$ cat src/rtl/cpu_sequencer_pkg.sv
// Shared definitions for the instruction sequencer: state encodings, default
// fetch timeout and retire-counter width.
package cpu_sequencer_pkg;

  localparam int unsigned DefaultTimeout = 255;
  localparam int unsigned RetiredWidth   = 16;
  localparam int unsigned StateWidth     = 3;

  // Codes 011, 101, 110 and 111 are illegal and trap to StFetch.
  typedef enum logic [StateWidth-1:0] {
    StFetch = 3'b000,
    StExec1 = 3'b001,
    StExec2 = 3'b010,
    StHalt  = 3'b100
  } state_e;

endpackage

$ cat src/rtl/fetch_timer.sv
// Fetch wait counter: counts cycles spent in FETCH without a memory ack and
// flags the cycle on which the TIMEOUT-th consecutive wait completes.
module fetch_timer
  import cpu_sequencer_pkg::*;
#(
  parameter int unsigned TIMEOUT = DefaultTimeout
) (
  input  logic clk,
  input  logic rst,
  input  logic count_en,
  output logic expired
);

  localparam int unsigned CntW = (TIMEOUT > 1) ? $clog2(TIMEOUT) : 1;

  logic [CntW-1:0] cnt_q, cnt_d;

  // Expiry fires on the wait cycle that would bring the count to TIMEOUT.
  assign expired = count_en && (cnt_q == CntW'(TIMEOUT - 1));

  always_comb begin
    cnt_d = '0;
    if (count_en && !expired) begin
      cnt_d = cnt_q + CntW'(1);
    end
  end

  always_ff @(posedge clk or posedge rst) begin
    if (rst) begin
      cnt_q <= '0;
    end else begin
      cnt_q <= cnt_d;
    end
  end

endmodule

$ cat src/rtl/cpu_sequencer.sv
// Instruction sequencer: FETCH / EXEC1 / EXEC2 / HALT control FSM with fetch
// timeout, prefetch bypass, halt at instruction boundaries and retire counter.
module cpu_sequencer
  import cpu_sequencer_pkg::*;
#(
  parameter int unsigned TIMEOUT = DefaultTimeout
) (
  input  logic                    clk,
  input  logic                    rst,
  input  logic                    mem_ack,
  input  logic                    extra,
  input  logic                    p,
  input  logic                    halt_req,
  input  logic                    run,
  output logic                    fetch,
  output logic                    exec1,
  output logic                    exec2,
  output logic                    mem_req,
  output logic                    ir_load,
  output logic                    pc_inc,
  output logic                    instr_done,
  output logic                    halted,
  output logic                    mem_err,
  output logic                    state_err,
  output logic [StateWidth-1:0]   state,
  output logic [RetiredWidth-1:0] retired
);

  state_e                  state_q, state_d;
  logic [RetiredWidth-1:0] retired_q, retired_d;
  logic                    mem_err_q, mem_err_d;
  logic                    state_err_q, state_err_d;
  logic                    timer_count_en;
  logic                    timer_expired;
  logic                    complete;

  assign timer_count_en = (state_q == StFetch) && !mem_ack;

  fetch_timer #(
    .TIMEOUT (TIMEOUT)
  ) u_fetch_timer (
    .clk      (clk),
    .rst      (rst),
    .count_en (timer_count_en),
    .expired  (timer_expired)
  );

  always_comb begin
    state_d     = state_q;
    retired_d   = retired_q;
    mem_err_d   = mem_err_q;
    state_err_d = state_err_q;
    fetch       = 1'b0;
    exec1       = 1'b0;
    exec2       = 1'b0;
    mem_req     = 1'b0;
    ir_load     = 1'b0;
    pc_inc      = 1'b0;
    instr_done  = 1'b0;
    halted      = 1'b0;
    complete    = 1'b0;

    case (state_q)
      StFetch: begin
        fetch   = 1'b1;
        mem_req = 1'b1;
        if (mem_ack) begin
          ir_load = 1'b1;
          pc_inc  = 1'b1;
          state_d = StExec1;
        end else if (timer_expired) begin
          mem_err_d = 1'b1;
          state_d   = StHalt;
        end
      end
      StExec1: begin
        exec1 = 1'b1;
        if (extra) begin
          state_d = StExec2;
        end else begin
          complete = 1'b1;
        end
      end
      StExec2: begin
        exec2    = 1'b1;
        complete = 1'b1;
      end
      StHalt: begin
        halted = 1'b1;
        if (run) begin
          state_d = StFetch;
        end
      end
      default: begin
        state_err_d = 1'b1;
        state_d     = StFetch;
      end
    endcase

    // Instruction boundary: a pending halt wins over a valid prefetch.
    if (complete) begin
      instr_done = 1'b1;
      retired_d  = retired_q + RetiredWidth'(1);
      if (halt_req) begin
        state_d = StHalt;
      end else if (p) begin
        ir_load = 1'b1;
        pc_inc  = 1'b1;
        state_d = StExec1;
      end else begin
        state_d = StFetch;
      end
    end
  end

  always_ff @(posedge clk or posedge rst) begin
    if (rst) begin
      state_q     <= StFetch;
      retired_q   <= '0;
      mem_err_q   <= 1'b0;
      state_err_q <= 1'b0;
    end else begin
      state_q     <= state_d;
      retired_q   <= retired_d;
      mem_err_q   <= mem_err_d;
      state_err_q <= state_err_d;
    end
  end

  assign state     = state_q;
  assign retired   = retired_q;
  assign mem_err   = mem_err_q;
  assign state_err = state_err_q;

endmodule

$ cat config.mk
export PLATFORM = sky130hd
export DESIGN_NAME = cpu_sequencer
export DESIGN_NICKNAME = d
export VERILOG_FILES = /design/src/rtl/cpu_sequencer_pkg.sv /design/src/rtl/fetch_timer.sv /design/src/rtl/cpu_sequencer.sv
export SDC_FILE = /design/constraint.sdc
export NUM_CORES = 1
export LEC_CHECK = 0
export ABC_AREA = 1
export CORE_MARGIN = 4
export CORE_UTILIZATION = 54
export CTS_CLUSTER_DIAMETER = 40
export DETAILED_ROUTE_END_ITERATION = 12
export GPL_TIMING_DRIVEN = 0
export PLACE_DENSITY_LB_ADDON = 0.05
export SETUP_SLACK_MARGIN = 0.3
export SKIP_LAST_GASP = 1
export SLEW_MARGIN = 20
export SYNTH_ARGS = -nofsm -noshare
export SYNTH_HDL_FRONTEND = slang
export SYNTH_HIERARCHICAL = 1
export SYNTH_SLANG_ARGS = --single-unit
export TNS_END_PERCENT = 5
$ cat constraint.sdc
create_clock -name clk -period 4.5 [get_ports clk]
set_clock_uncertainty 0.2 [all_clocks]
set_input_delay 0.675 -clock clk [delete_from_list [all_inputs] [get_ports clk]]
set_output_delay 0.675 -clock clk [all_outputs]
set_load 0.01 [all_outputs]
==> results of run 1 <==
-- cells by family (layout without fill, tap and decap cells) --
group / Yosys count / after routing / share of synthesized area, %
AOI/OAI and AO/OA: 9 / 9 / 3.32
buffers and inverters: 34 / 76 / 9.80
and+or+nand+nor: 118 / 118 / 31.9
adders and majority gates: 3 / 3 / 2.32
DFF: 29 / 29 / 44.8
xor gates and xnor gates: 12 / 12 / 7.87
-- through the flow --
step | hold slack [ps] | instances | setup WS, ps | area [um^2] | utilization (%)
after global routing | 304 | 278 | 1160 | 2070 | 73.6
after floorplan | 269 | 205 | 2030 | 1620 | -
final | 278 | 278 | 1280 | 2070 | 73.6
after CTS | 280 | 278 | 1250 | 2070 | 73.6
after detailed placement | 260 | 271 | 1250 | 2010 | 71.7
after global placement | 239 | 271 | 1280 | 2010 | 71.7
-- registers in the layout (all words and copies together) (netlist names) --
| register | cells |
|---|---|
| state | 3 |
| mem_err | 1 |
| u_fetch_timer/cnt_q | 8 |
| retired | 16 |
| state_err | 1 |
-- layout make-up --
type / count / area (um^2)
Fill cell: 223 / 739
Tap cell: 31 / 38.8
Timing Repair Buffer: 35 / 350
Multi-Input combinational cell: 142 / 737
Inverter: 30 / 113
Sequential cell: 29 / 726
Buffer: 4 / 46.3
Clock buffer: 7 / 55.1
-- cells in the mapped netlist --
master,number
inv_2,1
nor3_1,3
xor2_1,6
nand4_1,4
nor4_1,1
o21bai_1,1
nand2_4,4
ha_1,3
a21oi_1,1
inv_1,29
a21o_1,1
nand2_2,3
xnor2_1,3
nor2_1,28
nand2_1,63
nand3_2,1
o21ai_2,1
o21ai_1,1
o21ai_0,4
buf_4,2
buf_6,1
buf_12,1
xnor2_2,3
nor2_2,1
dfrtp_1,29
nand3_1,10
-- cells in the final DEF (no fill, tap or decap), types with 4 or more instances in the layout --
cell type        netlist  routed
xor2_1                 6       6
clkdlybuf4s50_1        0      35
inv_1                 29      29
nand2_1               63      63
nand3_1               10      10
nand2_4                4       4
nor2_1                28      28
clkbuf_4               0       5
nand4_1                4       4
dfrtp_1               29      29
o21ai_0                4       4
-- where the power goes --
group	internal (mW)	total [mW]	leakage, nW	switching, mW
clock	0.0736	0.158	0.0314	0.0841
sequential	0.299	0.346	0.381	0.0468
combinational	0.200	0.387	0.561	0.187
-- worst max-delay path by stage --
stage	start	to	slack [ps]	cells past startpoint
2_1_floorplan	state[2]	pc_inc	2030	7
3_3_place_gp	extra	pc_inc	1280	9
3_5_place_dp	extra	pc_inc	1250	9
4_1_cts	extra	pc_inc	1250	9
5_1_grt	extra	pc_inc	1160	9
6_report	extra	pc_inc	1280	9
-- worst max-delay path: stages --
cell and delay, ps:
clkdlybuf4s50_1 400, inv_1 80, nand2_1 90, nand2_4 140, buf_12 150, nand2_4 50
o21ai_2 120, buf_4 120, clkdlybuf4s50_1 520
-- routing by layer --
metal  vias to the layer above  global-route usage (%)  part of all wire (%)
met5                         -                       0                     0
met4                         0                    8.54                   1.6
met3                         5                    4.86                   5.2
met2                        36                    30.0                    47
met1                       614                    22.9                    46
li1                        705                       -                     -
==> metrics, run 1 <==
antenna cell count=0; min Tclk post-route=roughly 3200 ps; post-CTS setup buffer count=0; CP Capture Type=output port; Post-DP HPWL=2500 um; Slew HR=between 40% and 50%; Min-Delay Path Class=reg -> reg; CP Class=in -> out; CP required=3620 ps; global-route usage over all layers=between 10% and 20%; Ys Warns=6; CTS sink count=29; gpl congestion=0.813; post-route ant nets=0; CTS buffer count=5; # IOs=36; VDD IR-drop max=229 uV; clock buffer depth=2; top cell type's share of synthesized area=between 40 and 50%; Unique masters post-synth=26; fraction of layout cells with a size suffix above 1=approximately 10%; Seq/Total Area, Yosys=roughly 45%; wire length per cell=between 10 and 15 um; Mapped Cells=approximately 210; CORE AREA=2810 um^2; cell taking the most area after synthesis=dfrtp_1; worst-path maximum fanout=10; vias per cell=4.89; die area=roughly 3900 um^2; arrival time at the worst endpoint=2350 ps; Worst Hold Path EP=state_err; GR Overflow Total=0; residual DRC count=0; post-cts sizing count=0; worst slew pin tran=827 ps; mapped cell area=about 1600 um^2; R2R Path End=state[2]; area delta synth->final=27.4%; Max Cap Viol=0; register bit total from synthesis=29; largest net degree at the start of global routing=22; total wire length=about 3200 um; Reg clk slew, reported paths=90 ps; row count=19; TritonCTS clock tree=done; Starting Density=57.8%; Final Hold Viols=0; reg2reg setup slack=roughly 2800 ps; # hold bufs at CTS=0; worst hold stages=2; number of global-route vias before repair=about 1400; Max Fclk=~0.31 GHz; Pins Over Slew Limit=0; Leak=0.973 nW; synth top area cells=dfrtp_1, nand2_1, inv_1; r2r startpoint=state[0]; htree depth=2; run status=complete, no violations; routed vias=~1400; overall power=just under 0.9 mW; syn_area_per_cell=roughly 7.9 um^2; Root Driver=clkbuf_4; DRT iter0 DRCs=67; Clk Latency, worst-skew pair=approximately 320 ps; first-pass GRT wire length=5800 um; Final Cycle Share=a little over 70%; nets=257; Die H=approximately 63 um; RSZ-0062 raised after global routing=false; die width=62.8 um; Syn Nets=around 220; initial antenna violation count=0; CP Launch Type=input pin; P per Cell Area=431 nW/um^2; min-delay src=state_err; # port buffers=35; # setup viols final=0; Reg2Reg Depth=11; setup TNS=0 ps; DR pass1 iterations=4
(Power assumes the default switching activity.)
==> inputs of run 2 (changes only) <==
--- a/config.mk
+++ b/config.mk
@@ -7,7 +7,7 @@
 export LEC_CHECK = 0
 export ABC_AREA = 1
 export CORE_MARGIN = 4
-export CORE_UTILIZATION = 54
+export CORE_UTILIZATION = 45
 export CTS_CLUSTER_DIAMETER = 40
 export DETAILED_ROUTE_END_ITERATION = 12
 export GPL_TIMING_DRIVEN = 0
==> constraint.sdc (replaced) <==
create_clock -name clk -period 2.9 [get_ports clk]
set_clock_uncertainty 0.2 [all_clocks]
set_input_delay 0.435 -clock clk [delete_from_list [all_inputs] [get_ports clk]]
set_output_delay 0.435 -clock clk [all_outputs]
set_load 0.01 [all_outputs]
==> run 2 against run 1 <==
Combinational power increased by 61%. Critical path depth is 2 lower. Global-route usage is 1.8 points lower. Register-to-register slack got worse by 1600 ps. Clock power increased by 48%. Wire length grew 0.19%. Flip-flop and latch count unchanged. Utilization down 12 points. Cell count is 6.5% higher. Total power is 56% higher. Non-clock buffer count increased by 2. Die area rose by 17%. Critical path type is now reg -> out. Highest routed layer unchanged.
==> metrics, run 2 (synthesis results as in run 1) <==
Core Util, Final=about three fifths; GR Overflow Total=0; worst-path maximum fanout=10; DRT iter0 DRCs=29; Post-DP HPWL=roughly 2300 um; Final Hold Viols=0; CORE AREA=about 3400 um^2; commonest non-fill, non-tap cells in the layout=nand2_1, clkdlybuf4s50_1, inv_1, nor2_1, dfrtp_1; largest net degree at the start of global routing=22; initial antenna violation count=0; global-route usage over all layers=16.7%; reg2reg setup slack=1110 ps; Leak=between 0.9 and 1 nW; vias per cell=between 4 and 5; row count=21; worst slew pin tran=between 800 and 900 ps; run status=complete, no violations; Slew HR=45.3%; Final Cycle Share=roughly 92%; Max Fclk=~0.37 GHz; r2r startpoint=state[2]; Min-Delay Path Class=in -> async; total wire length=~3200 um; residual DRC count=0; CP Launch Type=flip-flop; CP Class=reg -> out; routed vias=roughly 1400; cells along the critical path=inv_1, nor3_2, nand2_1, nand2_4, buf_4, buf_6, clkdlybuf4s50_1; Inst Count DP=roughly 290; die width=68.0 um; Root Driver=clkbuf_4; Clk Latency, worst-skew pair=~330 ps; clock buffer depth=2; # setup viols final=0; Max Cap Viol=0; TritonCTS clock tree=done; R2R Path End=state[2]; area delta synth->final=29.9%; CP required=around 2300 ps; crit path max-delay cell type=clkdlybuf4s50_1; die area=between 4000 and 5000 um^2; Die H=around 70 um; Pins Over Slew Limit=0; # hold bufs at CTS=0; Worst path max stage delay=approximately 540 ps; antenna cell count=0; non-filler instance count after layout=296; P per Cell Area=~660 nW/um^2; fraction of layout cells with a size suffix above 1=between 10% and 20%; CP Capture Type=output port; first-pass GRT wire length=just under 6000 um; RSZ-0062 raised after global routing=true; VDD IR-drop max=301 uV; Reg clk slew, reported paths=90 ps; Starting Density=approximately 47%; placed cell areas=between 2000 and 2500 um^2; wire length per cell=between 10 and 15 um; commonest non-fill, non-tap cell in the layout=nand2_1; DR pass1 iterations=4; FILL cells=308; min Tclk post-route=2670 ps; gpl congestion=a little under 0.8; Reg2Reg Depth=12; # IOs=36; arrival time at the worst endpoint=between 2000 and 2500 ps; htree depth=2; overall power=1.39 mW; nets=259; number of global-route vias before repair=1339; max reg flops=16; setup TNS=0 ps; CTS buffer count=5; # port buffers=35; post-route ant nets=0; Final Cell Area=around 2100 um^2; CTS sink count=29
## run 2: per-stage QoR
step | hold WS (ps) | worst slack [ps]
floorplan | 50.7 | 668
global placement | 245 | 148
detailed placement | 247 | 150
CTS | 178 | 174
global route | 211 | 88.8
finish | 169 | 226
## run 2: what timing repair did
item / CTS / global route
endpoints found under the setup margin: 3 / 3
pin swaps: 1 / 0
gates resized for setup: 4 / 1
setup buffers: 2 / 0
## run 2: cell type report
cell class / instances / area, um^2 / area share, %
plain buffers: 4 / 46.3 / 2.20
multi-input cells: 142 / 747 / 35.5
inverters: 30 / 113 / 5.35
well taps: 46 / 57.6 / 2.73
flip-flops and latches: 29 / 727 / 34.5
clock buffers: 8 / 48.8 / 2.32
repair buffers: 37 / 367 / 17.4
## run 2: critical path, delay by kind of cell, from the launching register on
kind / cells / cell delay, ps
simple gates: 3 / 370
flops: 1 / 390
buf+inv: 4 / 960
## run 2: report_power, final
group | internal, mW | switching [mW]
sequential | 0.466 | 0.0687
clock | 0.0965 | 0.137
combinational | 0.320 | 0.302
total | 0.882 | 0.508
## run 2: worst max path at each step
stage,from,to,slack (ps)
after floorplan,state[2],pc_inc,670
after global placement,extra,pc_inc,150
after detailed placement,extra,pc_inc,150
after CTS,state[0],ir_load,170
after global routing,state[0],instr_done,90
final,state[0],instr_done,230
## run 2: per-layer routing
metal | track usage, % | routed length, um
met1 | 21.8 | 1610
met2 | 25.8 | 1400
met3 | 4.43 | 151
met4 | 7.44 | 63
met5 | 0 | 0
==> inputs of run 3 (changes only) <==
--- a/config.mk
+++ b/config.mk
@@ -11,6 +11,7 @@
 export CTS_CLUSTER_DIAMETER = 40
 export DETAILED_ROUTE_END_ITERATION = 12
 export GPL_TIMING_DRIVEN = 0
+export MAX_ROUTING_LAYER = met4
 export PLACE_DENSITY_LB_ADDON = 0.05
 export SETUP_SLACK_MARGIN = 0.3
 export SKIP_LAST_GASP = 1
==> results of run 3 <==
The final DEF is identical to that of run 2; final timing and power are the same.
Main changes from that run: final weighted congestion in routability-driven placement 0.781 -> 0.792; overall routing resource usage 16.7% -> 17.2%
